==> config.mk <==
export PLATFORM = sky130hd
export DESIGN_NAME = eth_tx10_frame
export DESIGN_NICKNAME = d
export VERILOG_FILES = /design/src/rtl/eth_pkg.sv /design/src/rtl/eth_crc32_serial.sv /design/src/rtl/eth_tx10_frame.sv
export SDC_FILE = /design/constraint.sdc
export NUM_CORES = 1
export LEC_CHECK = 0
export CORE_AREA = 10 10 147 183
export CTS_CLUSTER_SIZE = 24
export DETAILED_ROUTE_END_ITERATION = 12
export DIE_AREA = 0 0 157 193
export PLACE_DENSITY = 0.56
export SYNTH_ARGS = -nofsm -noshare
export SYNTH_HDL_FRONTEND = slang
export SYNTH_SLANG_ARGS = --single-unit
==> constraint.sdc <==
create_clock -name clk -period 11.1 [get_ports clk]
set_input_delay 2.22 -clock clk [delete_from_list [all_inputs] [get_ports clk]]
set_output_delay 2.22 -clock clk [all_outputs]
set_load 0.02 [all_outputs]
==> src/rtl/eth_pkg.sv <==
// Shared constants and FSM state encoding for the 10BASE-T frame transmitter.
// States: IDLE wait/NLP | PREAMBLE 0x55 bytes | SFD | DATA payload | PAD zeros | FCS | SOI high | IPG low
package eth_pkg;

  localparam logic [31:0] CRC_INIT      = 32'hFFFF_FFFF;
  localparam logic [31:0] CRC_POLY      = 32'h04C1_1DB7;
  localparam logic [7:0]  PREAMBLE_BYTE = 8'h55;
  localparam logic [7:0]  SFD_BYTE      = 8'hD5;

  typedef enum logic [2:0] {
    ST_IDLE     = 3'd0,
    ST_PREAMBLE = 3'd1,
    ST_SFD      = 3'd2,
    ST_DATA     = 3'd3,
    ST_PAD      = 3'd4,
    ST_FCS      = 3'd5,
    ST_SOI      = 3'd6,
    ST_IPG      = 3'd7
  } state_t;

endpackage

==> src/rtl/eth_crc32_serial.sv <==
// Bit-serial MSB-first CRC-32 register; callers qualify every control with the half-bit strobe.
module eth_crc32_serial
  import eth_pkg::*;
(
  input  logic clk,
  input  logic rst,
  input  logic init_i,
  input  logic shift_in_i,
  input  logic bit_i,
  input  logic shift_out_i,
  output logic msb_o
);

  logic [31:0] crc_q, crc_d;

  always_comb begin
    crc_d = crc_q;
    if (init_i) begin
      crc_d = CRC_INIT;
    end else if (shift_in_i) begin
      crc_d = {crc_q[30:0], 1'b0} ^ ({32{bit_i ^ crc_q[31]}} & CRC_POLY);
    end else if (shift_out_i) begin
      crc_d = {crc_q[30:0], 1'b0};
    end
  end

  always_ff @(posedge clk or posedge rst) begin
    if (rst) begin
      crc_q <= CRC_INIT;
    end else begin
      crc_q <= crc_d;
    end
  end

  assign msb_o = crc_q[31];

endmodule

==> src/rtl/eth_tx10_frame.sv <==
// 10BASE-T frame transmitter: preamble, SFD, BRAM payload, pad, FCS, SOI, IPG and idle NLPs,
// Manchester-encoded one half-bit per clk_stb.
module eth_tx10_frame
  import eth_pkg::*;
#(
  parameter int ADDR_W         = 10,
  parameter int PREAMBLE_BYTES = 7,
  parameter int MIN_LEN        = 60,
  parameter int PAD_EN         = 1,
  parameter int SOI_HALFBITS   = 6,
  parameter int IPG_HALFBITS   = 193,
  parameter int NLP_PERIOD     = 320000
) (
  input  logic              clk,
  input  logic              rst,
  input  logic              clk_stb,
  input  logic              start,
  input  logic [ADDR_W:0]   len,
  output logic              busy,
  output logic              done,
  output logic              tx_p,
  output logic              bram_rd_en,
  output logic [ADDR_W-1:0] bram_rd_addr,
  input  logic [7:0]        bram_rd_data
);

  localparam int LEN_W   = ADDR_W + 1;
  localparam int TMR_MAX = (IPG_HALFBITS > SOI_HALFBITS) ? IPG_HALFBITS : SOI_HALFBITS;
  localparam int TMR_W   = (TMR_MAX > 1) ? $clog2(TMR_MAX) : 1;
  localparam int NLP_W   = $clog2(NLP_PERIOD + 1);

  localparam logic [LEN_W-1:0] MAX_LEN   = {1'b1, {ADDR_W{1'b0}}};
  localparam logic [LEN_W-1:0] MIN_LEN_V = LEN_W'(MIN_LEN);
  localparam logic [LEN_W-1:0] PRE_LAST  = LEN_W'(PREAMBLE_BYTES - 1);
  localparam logic [LEN_W-1:0] FCS_LAST  = LEN_W'(3);
  localparam logic [TMR_W-1:0] SOI_LAST  = TMR_W'(SOI_HALFBITS - 1);
  localparam logic [TMR_W-1:0] IPG_LAST  = TMR_W'(IPG_HALFBITS - 1);
  localparam logic [NLP_W-1:0] NLP_TC    = NLP_W'(NLP_PERIOD);

  state_t              state_q, state_d;
  logic                pend_q, pend_d;
  logic [LEN_W-1:0]    len_q, len_d;
  logic [3:0]          half_q, half_d;
  logic [LEN_W-1:0]    byte_q, byte_d;
  logic [TMR_W-1:0]    tmr_q, tmr_d;
  logic [NLP_W-1:0]    nlp_q, nlp_d;
  logic [7:0]          dat_q, dat_d;
  logic [7:0]          nxt_q, nxt_d;
  logic                tx_q, tx_d;
  logic                busy_q, busy_d;
  logic                done_q, done_d;
  logic                rd_en_q, rd_en_d;
  logic [ADDR_W-1:0]   rd_addr_q, rd_addr_d;

  logic                crc_init, crc_shift_in, crc_shift_out, crc_bit, crc_msb;
  logic                cur_bit, byte_end, launch, pad_needed;
  logic [LEN_W-1:0]    byte_inc, len_eff;

  assign byte_inc   = byte_q + LEN_W'(1);
  assign byte_end   = (half_q == 4'd15);
  assign len_eff    = (len > MAX_LEN) ? MAX_LEN : len;
  assign pad_needed = (PAD_EN != 0) && (len_q < MIN_LEN_V);
  // An NLP due on this strobe wins; a pending frame launches on the following strobe.
  assign launch     = clk_stb && (state_q == ST_IDLE) && pend_q && (nlp_q != NLP_TC);

  always_comb begin
    cur_bit = 1'b0;
    case (state_q)
      ST_PREAMBLE: cur_bit = PREAMBLE_BYTE[half_q[3:1]];
      ST_SFD:      cur_bit = SFD_BYTE[half_q[3:1]];
      ST_DATA:     cur_bit = dat_q[half_q[3:1]];
      ST_FCS:      cur_bit = ~crc_msb;
      default:     cur_bit = 1'b0;
    endcase
  end

  always_comb begin
    state_d       = state_q;
    pend_d        = pend_q;
    len_d         = len_q;
    half_d        = half_q;
    byte_d        = byte_q;
    tmr_d         = tmr_q;
    nlp_d         = nlp_q;
    dat_d         = dat_q;
    nxt_d         = nxt_q;
    tx_d          = tx_q;
    busy_d        = busy_q;
    done_d        = 1'b0;
    rd_en_d       = rd_en_q;
    rd_addr_d     = rd_addr_q;
    crc_init      = 1'b0;
    crc_shift_in  = 1'b0;
    crc_shift_out = 1'b0;
    crc_bit       = 1'b0;

    if ((state_q == ST_IDLE) && !launch && start && (len != '0)) begin
      pend_d = 1'b1;
      len_d  = len_eff;
    end

    if (clk_stb) begin
      case (state_q)
        ST_IDLE: begin
          tx_d = 1'b0;
          if (nlp_q == NLP_TC) begin
            tx_d  = 1'b1;
            nlp_d = '0;
          end else if (pend_q) begin
            state_d = ST_PREAMBLE;
            pend_d  = 1'b0;
            busy_d  = 1'b1;
            half_d  = '0;
            byte_d  = '0;
          end else begin
            nlp_d = nlp_q + NLP_W'(1);
          end
        end

        ST_SOI: begin
          tx_d = 1'b1;
          if (tmr_q == '0) begin
            state_d = ST_IPG;
            tmr_d   = IPG_LAST;
          end else begin
            tmr_d = tmr_q - TMR_W'(1);
          end
        end

        ST_IPG: begin
          tx_d = 1'b0;
          if (tmr_q == '0) begin
            state_d = ST_IDLE;
            busy_d  = 1'b0;
            done_d  = 1'b1;
            nlp_d   = '0;
          end else begin
            tmr_d = tmr_q - TMR_W'(1);
          end
        end

        default: begin
          tx_d   = cur_bit ^ ~half_q[0];
          half_d = half_q + 4'd1;
          case (state_q)
            ST_PREAMBLE: begin
              crc_init = 1'b1;
              if (byte_end) begin
                if (byte_q == PRE_LAST) begin
                  state_d = ST_SFD;
                  byte_d  = '0;
                end else begin
                  byte_d = byte_inc;
                end
              end
            end

            ST_SFD: begin
              if (half_q == 4'd13) begin
                rd_en_d   = 1'b1;
                rd_addr_d = '0;
              end
              if (half_q == 4'd14) begin
                rd_en_d = 1'b0;
                nxt_d   = bram_rd_data;
              end
              if (byte_end) begin
                state_d = ST_DATA;
                byte_d  = '0;
                dat_d   = nxt_q;
              end
            end

            ST_DATA: begin
              crc_shift_in = half_q[0];
              crc_bit      = cur_bit;
              if ((half_q == 4'd13) && (byte_inc < len_q)) begin
                rd_en_d   = 1'b1;
                rd_addr_d = ADDR_W'(byte_inc);
              end
              if (half_q == 4'd14) begin
                rd_en_d = 1'b0;
                nxt_d   = bram_rd_data;
              end
              if (byte_end) begin
                if (byte_inc == len_q) begin
                  // Keep counting through the pad so PAD ends at MIN_LEN total bytes.
                  byte_d  = byte_inc;
                  state_d = pad_needed ? ST_PAD : ST_FCS;
                  if (!pad_needed) begin
                    byte_d = '0;
                  end
                end else begin
                  byte_d = byte_inc;
                  dat_d  = nxt_q;
                end
              end
            end

            ST_PAD: begin
              crc_shift_in = half_q[0];
              crc_bit      = 1'b0;
              if (byte_end) begin
                if (byte_inc == MIN_LEN_V) begin
                  state_d = ST_FCS;
                  byte_d  = '0;
                end else begin
                  byte_d = byte_inc;
                end
              end
            end

            ST_FCS: begin
              crc_shift_out = half_q[0];
              if (byte_end) begin
                if (byte_q == FCS_LAST) begin
                  state_d = ST_SOI;
                  tmr_d   = SOI_LAST;
                end else begin
                  byte_d = byte_inc;
                end
              end
            end

            default: begin
              state_d = ST_IDLE;
            end
          endcase
        end
      endcase
    end
  end

  always_ff @(posedge clk or posedge rst) begin
    if (rst) begin
      state_q   <= ST_IDLE;
      pend_q    <= 1'b0;
      len_q     <= '0;
      half_q    <= '0;
      byte_q    <= '0;
      tmr_q     <= '0;
      nlp_q     <= '0;
      dat_q     <= '0;
      nxt_q     <= '0;
      tx_q      <= 1'b0;
      busy_q    <= 1'b0;
      done_q    <= 1'b0;
      rd_en_q   <= 1'b0;
      rd_addr_q <= '0;
    end else begin
      state_q   <= state_d;
      pend_q    <= pend_d;
      len_q     <= len_d;
      half_q    <= half_d;
      byte_q    <= byte_d;
      tmr_q     <= tmr_d;
      nlp_q     <= nlp_d;
      dat_q     <= dat_d;
      nxt_q     <= nxt_d;
      tx_q      <= tx_d;
      busy_q    <= busy_d;
      done_q    <= done_d;
      rd_en_q   <= rd_en_d;
      rd_addr_q <= rd_addr_d;
    end
  end

  eth_crc32_serial u_crc (
    .clk         (clk),
    .rst         (rst),
    .init_i      (crc_init),
    .shift_in_i  (crc_shift_in),
    .bit_i       (crc_bit),
    .shift_out_i (crc_shift_out),
    .msb_o       (crc_msb)
  );

  assign tx_p         = tx_q;
  assign busy         = busy_q;
  assign done         = done_q;
  assign bram_rd_en   = rd_en_q;
  assign bram_rd_addr = rd_addr_q;

endmodule

* After elaboration in Yosys (flattened, before gate mapping) *
Memory sizes are Yosys's and may differ from the RTL's.
Cells that the tools add are included.

storage, ports and cells
  latch bits = 0
  memory bits (read-only) = 16
  bits of input ports = 23
  memory bits (writable) = 0
  output and inout bits = 14
  flip-flop bits (word level) = 119
  memories = 2
  word-level logic and storage cells = 199

memory list
  name              depth  bits a word  rd ports  clocked after memory_dff  write ports  line                  RTL
  (name not given)  8      1            1         0                         0            eth_tx10_frame.sv:70  ST_SFD: cur_bit = SFD_BYTE[half_q[3:1]];
  (name not given)  8      1            1         0                         0            eth_tx10_frame.sv:69  ST_PREAMBLE: cur_bit = PREAMBLE_BYTE[half_q[3:1]];

cells by class
  reductions and logical operators = 32
  shifts and indexed selects = 0
  multipliers = 0
  $lt $le $gt $ge = 4
  div/mod/pow operators = 0
  bitwise gates (word level) = 8
  add/sub/neg operators = 4
  equal/unequal tests = 44
  multiplexer cells = 90

operators by type and width
  kind                   number
  $mux 11                13
  $mux 32                3
  $mux 8                 8
  $mux 19                3
  $pmux 11 s5            1
  $mux 3                 13
  $pmux 19 s2            1
  $ne 5x5->1 const B     7
  $mux 1                 32
  $xor 32x27->32         1
  $ne 3x3->1 const B     8
  $pmux 8 s3             1
  $pmux 11 s2            1
  $mux 10                2
  $ne 2x2->1 const B     10
  $pmux 10 s2            1
  $add 19x1->19 const B  1
  $eq 19x19->1 const B   1
  $ne 19x19->1 const B   1
  $pmux 8 s2             1
  $pmux 3 s5             1
  $reduce_and 5->1       3
  $reduce_and 14->1      1
  $eq 3x3->1 const B     4
  other kinds (38)       64

* Longest topological paths before layout *
  depth in word-level cells = 13
  depth in mapped cells = 14
  mapped depth without buffers = 12

* Modules after synthesis *
Synthesis repeated with hierarchy kept, for this count alone.

unflattened totals
  cells, all modules = 727
  area, all modules = 6,910.4 sq um

by module, submodules not included
  module            cells each  times used  area an instance (sq um)
  eth_tx10_frame    556         1           5,127.4
  eth_crc32_serial  171         1           1,783.0

* Worst setup path after synthesis *
Ideal clock, no wire load.

  path type = input port to flip-flop
  start = in len[1]
  end = reg len_q[0]
  arrival time = 3.478 ns
  path buffers = 1
  stages on the path = 6
  required time = 10.975 ns
  path slack = 7.497 ns
  cell sequence = nor4_1 > nand3_1 > o211ai_1 > nand2b_1 > buf_2 > mux2_2

between the ends
  word-level cells in the longest chain between the ends = 2
  elaborated cells on any way between the ends = 4
  classes of those cells = order compare (1); mux (1); reduce/logical (2)

ends and longest elaborated chain
  element                                                    line                                        RTL
  start, declared                                            eth_tx10_frame.sv:18                        input logic [ADDR_W:0] len,
  $gt 11x11->1 / $reduce_bool 11->1 (equally long branches)  eth_tx10_frame.sv:61, eth_tx10_frame.sv:97
  $mux 11 / $logic_and 1x1->1 (equally long branches)        eth_tx10_frame.sv:61, eth_tx10_frame.sv:97
  end signal, assigned                                       eth_tx10_frame.sv:253                       len_q <= len_d;
  end, declared                                              eth_tx10_frame.sv:42                        logic [LEN_W-1:0] len_q, len_d;

Parallel ways exist; a longest one is shown, timed or not.
A chain may end at the register's enable or synchronous reset.

* Final worst setup path *
  start = in clk_stb
  end = reg u_crc.crc_q[2]

between the ends
  word-level cells in the longest chain between the ends = 5
  elaborated cells on any way between the ends = 9
  classes of those cells = mux (6); bitwise (2); reduce/logical (1)

ends and longest elaborated chain
  element               line                    RTL
  start, declared       eth_tx10_frame.sv:16    input logic clk_stb,
  $mux 1                eth_tx10_frame.sv:102   if (clk_stb) begin
  $xor 1x1->1           eth_crc32_serial.sv:21  crc_d = {crc_q[30:0], 1'b0} ^ ({32{bit_i ^ crc_q[31]}} & CRC_POLY);
  $xor 32x27->32        eth_crc32_serial.sv:21
  $mux 32               eth_crc32_serial.sv:20  end else if (shift_in_i) begin
  $mux 32               eth_crc32_serial.sv:18  if (init_i) begin
  end signal, assigned  eth_crc32_serial.sv:31  crc_q <= crc_d;
  end, declared         eth_crc32_serial.sv:14  logic [31:0] crc_q, crc_d;

Parallel ways exist; a longest one is shown, timed or not.

==> impl_metrics.prom <==
# TYPE chip_impl_metric gauge
chip_impl_metric{name="detail_route.wirelength",unit="um"} 17200
chip_impl_info{name="worst_hold_path_type",value="flip-flop to flip-flop"} 1
chip_impl_info{name="min_to",value="nlp_q[14]$_DFFE_PP0P_"} 1
chip_impl_metric{name="share_of_post_route_cells_with_drive_strength_above_1",unit="%"} 13.5
chip_impl_metric{name="ys_async_sr_fraction",unit="%"} 100
chip_impl_metric{name="synthesis.nets",unit=""} 797
chip_impl_metric{name="placed_cells",unit=""} 1044
chip_impl_metric{name="instance_count_on_the_critical_path",unit=""} 6
chip_impl_metric{name="synthCells",unit=""} 750
chip_impl_metric{name="clkSlewWorstSetupHoldPaths",unit="ps"} 50
chip_impl_info{name="regToRegStartpoint",value="byte_q[0]$_DFFE_PP0P_"} 1
chip_impl_metric{name="drc",unit=""} 0
chip_impl_info{name="timing.critical_path.max_delay_family",value="buffers and inverters"} 1
chip_impl_metric{name="detail_route.iter0.violations",unit=""} 377
chip_impl_metric{name="post-cts-setup-buffer-count",unit=""} 0
chip_impl_metric{name="num_rows",unit=""} 63
chip_impl_metric{name="number_of_global_route_vias_before_repair",unit=""} 5560
chip_impl_metric{name="setup_ws",unit="ps"} 6380
chip_impl_metric{name="fp.dieArea",unit="mm2"} 0.0303
chip_impl_info{name="timing.rr.end",value="state_q[1]$_DFFE_PP0P_"} 1
chip_impl_metric{name="finClkSkew",unit="ps"} 11.7
chip_impl_metric{name="detailroute.via_count",unit=""} 5600
chip_impl_metric{name="clk-insertion-delay-late",unit="ps"} 420
chip_impl_metric{name="design.final.nets",unit=""} 818
chip_impl_metric{name="vdd.ir_drop.worst",unit="mV"} 0.114
chip_impl_metric{name="die_y",unit="um"} 193
chip_impl_metric{name="hold_violations",unit=""} 0
chip_impl_metric{name="final_design_area_no_fill",unit="mm2"} 0.00812
chip_impl_metric{name="synth.cell_area",unit="mm2"} 0.00689
chip_impl_metric{name="flow.area_growth_from_synthesis",unit="%"} 18.0
chip_impl_metric{name="synth_warn",unit=""} 0
chip_impl_info{name="end_kind",value="flip-flop"} 1
chip_impl_metric{name="final.setup.tns",unit="ps"} 0
chip_impl_metric{name="seq_area_frac_synth",unit="%"} 43.8
chip_impl_metric{name="number_of_pins_exceeding_their_max_slew_limit_in_the_final_report",unit=""} 0
chip_impl_metric{name="pre_cts_ws",unit="ps"} 6000
chip_impl_metric{name="r2r_cells",unit=""} 12
chip_impl_info{name="outcome",value="finished clean"} 1
chip_impl_metric{name="route.detailed.wl_per_inst",unit="um"} 16.0
chip_impl_metric{name="measured_slew_at_the_worst_slew_check_pin",unit="ps"} 869
chip_impl_metric{name="ys_types",unit=""} 66
chip_impl_info{name="cts_tree",value="yes"} 1
chip_impl_metric{name="cts_resized",unit=""} 0
chip_impl_info{name="min-delay-start",value="nlp_q[14]$_DFFE_PP0P_"} 1
chip_impl_info{name="route.top_layer_used",value="met4"} 1
chip_impl_info{name="netlist_top_cells_area",value="sky130_fd_sc_hd__dfrtp_1, sky130_fd_sc_hd__dfstp_2, sky130_fd_sc_hd__nand2_1, sky130_fd_sc_hd__ha_1, sky130_fd_sc_hd__o31ai_1"} 1
chip_impl_metric{name="postSynthAreaPerCell",unit="um2"} 9.18
chip_impl_metric{name="hold_path_depth",unit=""} 1
chip_impl_info{name="grt_setup_unrepaired",value="false"} 1
chip_impl_metric{name="worst_path_largest_cell_delay",unit="ps"} 810
chip_impl_metric{name="htree_num_levels",unit=""} 4
chip_impl_metric{name="io_buffer_count",unit=""} 36
chip_impl_metric{name="grt_max_degree",unit=""} 69
chip_impl_metric{name="die-width",unit="um"} 157
chip_impl_metric{name="grt_antenna_before_repair",unit=""} 0
chip_impl_metric{name="initial_utilization",unit="%"} 29.4
chip_impl_metric{name="critical_path_required",unit="ps"} 11430
chip_impl_metric{name="finalWeightedCongestion",unit=""} 0.788
chip_impl_metric{name="power_leakage",unit="nW"} 3.47
chip_impl_metric{name="drtPass1Iterations",unit=""} 5
chip_impl_info{name="critical-path-slowest-cell",value="sky130_fd_sc_hd__clkdlybuf4s50_1"} 1
chip_impl_metric{name="finalCritPeriodShare",unit="%"} 42.5
chip_impl_metric{name="postRouteAntennaNets",unit=""} 0
chip_impl_metric{name="global_route.usage.total",unit="%"} 11.6
chip_impl_metric{name="routed-wl-met3",unit="um"} 500
chip_impl_metric{name="diodes",unit=""} 0
chip_impl_metric{name="setup_violations_final",unit=""} 0
chip_impl_metric{name="maxClockFrequency",unit="MHz"} 212
chip_impl_metric{name="dp_hpwl",unit="um"} 12100
chip_impl_metric{name="place_area",unit="mm2"} 0.00750
chip_impl_metric{name="finalCoreUtilization",unit="%"} 34.7
chip_impl_metric{name="final.min_clock_period",unit="ps"} 4720
chip_impl_metric{name="slew-limit-headroom",unit="%"} 42.1
chip_impl_metric{name="total_power",unit="mW"} 2.09
chip_impl_info{name="cells_along_the_critical_path",value="clkdlybuf4s50_1 -> inv_1 -> or3_1 -> nor3_1 -> buf_4 -> o31ai_1"} 1
chip_impl_metric{name="design.core.area",unit="mm2"} 0.0234
chip_impl_metric{name="arrival",unit="ps"} 5050
chip_impl_metric{name="final.hold.worst_slack",unit="ps"} 476
chip_impl_metric{name="power_density",unit="mW/mm2"} 257
chip_impl_metric{name="final_cell_count_no_fill",unit=""} 1076
chip_impl_info{name="synth-main-ff-cell",value="sky130_fd_sc_hd__dfrtp_1"} 1
chip_impl_metric{name="timing.critical_path.fanout_max",unit=""} 21
chip_impl_metric{name="wl_met2",unit="um"} 8960
chip_impl_info{name="critical_path_class",value="primary input to flip-flop"} 1
chip_impl_info{name="netlist.top_cell.by_area",value="sky130_fd_sc_hd__dfrtp_1"} 1
chip_impl_metric{name="num_io_pins",unit=""} 37
chip_impl_metric{name="ctsHoldBuffers",unit=""} 0
chip_impl_metric{name="synth_enable_flop_cells",unit=""} 0
chip_impl_metric{name="cts_inserted_buffers",unit=""} 17
chip_impl_metric{name="viasPerCell",unit=""} 5.20
chip_impl_metric{name="cap_violations",unit=""} 0
chip_impl_metric{name="yosys.area.top_type_share",unit="%"} 31.6
chip_impl_metric{name="cts_sinks",unit=""} 119
chip_impl_metric{name="setup.reg_to_reg.worst_slack",unit="ps"} 7220
chip_impl_info{name="critPathLaunchType",value="primary input"} 1
chip_impl_info{name="clk_root_buffer_cell",value="sky130_fd_sc_hd__clkbuf_16"} 1
chip_impl_metric{name="path_buf_inv",unit=""} 3
chip_impl_metric{name="globalRouteOverflowTotal",unit=""} 0
chip_impl_metric{name="first_pass_grt_wire_length",unit="um"} 28500
chip_impl_metric{name="wl_met1",unit="um"} 7560
chip_impl_metric{name="cts_max_path_buffers",unit=""} 2
chip_impl_metric{name="yosys_register_bits",unit=""} 119
## logic make-up (layout without fill, tap and decap cells)
| family | Yosys count | count (layout) | synth area share [%] |
|---|---|---|---|
| AND/OR/NAND/NOR | 299 | 299 | 22.2 |
| multiplexers | 33 | 33 | 5.52 |
| XOR/XNOR | 12 | 12 | 1.53 |
| flip-flops | 119 | 119 | 43.8 |
| buffers and inverters | 79 | 113 | 4.54 |
| adder cells (fa/ha/maj) | 24 | 24 | 4.36 |
| AO/OA/AOI/OAI | 184 | 184 | 18.0 |
## cell usage after synthesis (11+ instances only)
library cell / count
sky130_fd_sc_hd__dfrtp_1: 87
sky130_fd_sc_hd__nor3_1: 13
sky130_fd_sc_hd__clkbuf_1: 31
sky130_fd_sc_hd__o21ai_1: 13
sky130_fd_sc_hd__a21oi_1: 21
sky130_fd_sc_hd__mux2_2: 19
sky130_fd_sc_hd__nand2_1: 91
sky130_fd_sc_hd__nor2b_1: 13
sky130_fd_sc_hd__nand3_1: 46
sky130_fd_sc_hd__nand2b_1: 23
sky130_fd_sc_hd__o221ai_1: 13
sky130_fd_sc_hd__o31a_1: 14
sky130_fd_sc_hd__inv_1: 38
sky130_fd_sc_hd__mux2i_1: 11
sky130_fd_sc_hd__o31ai_1: 37
sky130_fd_sc_hd__o21ai_0: 42
sky130_fd_sc_hd__dfstp_2: 32
sky130_fd_sc_hd__nor2_1: 43
sky130_fd_sc_hd__nand4_1: 12
sky130_fd_sc_hd__ha_1: 24
## flip-flops by register name, summed over array words and instances, names as in the netlist, 3 cells and up
| signal | cells |
|---|---|
| bram_rd_addr | 10 |
| nxt_q | 8 |
| u_crc.crc_q | 32 |
| dat_q | 8 |
| nlp_q | 19 |
| half_q | 4 |
| tmr_q | 8 |
| byte_q | 11 |
| state_q | 3 |
| len_q | 11 |
## layout by cell type, fill, tap and decap left out, drive strengths merged, types with 7 or more instances in the layout
| master | count |
|---|---|
| clkbuf | 22 |
| nor3 | 14 |
| o31ai | 37 |
| nor2b | 13 |
| buf | 7 |
| o21ai | 55 |
| dfstp | 32 |
| or4 | 7 |
| nand2b | 23 |
| or2 | 8 |
| xor2 | 7 |
| and3 | 7 |
| mux2i | 11 |
| mux2 | 20 |
| inv | 40 |
| a21oi | 22 |
| o221ai | 13 |
| nand4 | 12 |
| nand3 | 46 |
| o211ai | 8 |
| dfrtp | 87 |
| nand2 | 91 |
| and2 | 8 |
| nor2 | 43 |
| o31a | 14 |
| nor4 | 10 |
| ha | 24 |
| clkdlybuf4s50 | 36 |
## metal layers
layer  GRT usage [%]  vias to the layer above
met5               0                        -
met4            3.75                        0
met3            2.57                       13
met2            20.7                       82
met1            13.6                     2748
li1                -                     2757
## power breakdown
part	leakage, nW	total, mW	switching (mW)	internal [mW]
sequential	1.42	0.783	0.154	0.629
clock	0.307	0.570	0.201	0.369
combinational	1.75	0.735	0.418	0.316
total	3.47	2.09	0.773	1.31
## area by class of cell
cell class	count	area [um2]
inverter	38	145
clock inverter	10	113
timing repair buffer	43	413
multi-input combinational	552	3560
fill	2385	15300
clock buffer	22	507
sequential	119	3020
tap	292	365
## worst max path at each step
stage | endpoint | slack [ps] | start
after floorplan | bram_rd_addr[0]$_DFFE_PP0P_ | 5780 | rst
after global placement | u_crc.crc_q[16]$_DFFE_PP1P_ | 6030 | clk_stb
after detailed placement | u_crc.crc_q[16]$_DFFE_PP1P_ | 6000 | clk_stb
after CTS | u_crc.crc_q[2]$_DFFE_PP1P_ | 6440 | clk_stb
after global routing | u_crc.crc_q[8]$_DFFE_PP1P_ | 6270 | clk_stb
final | u_crc.crc_q[2]$_DFFE_PP1P_ | 6380 | clk_stb
Note: power is estimated with default switching activity, not from simulation.
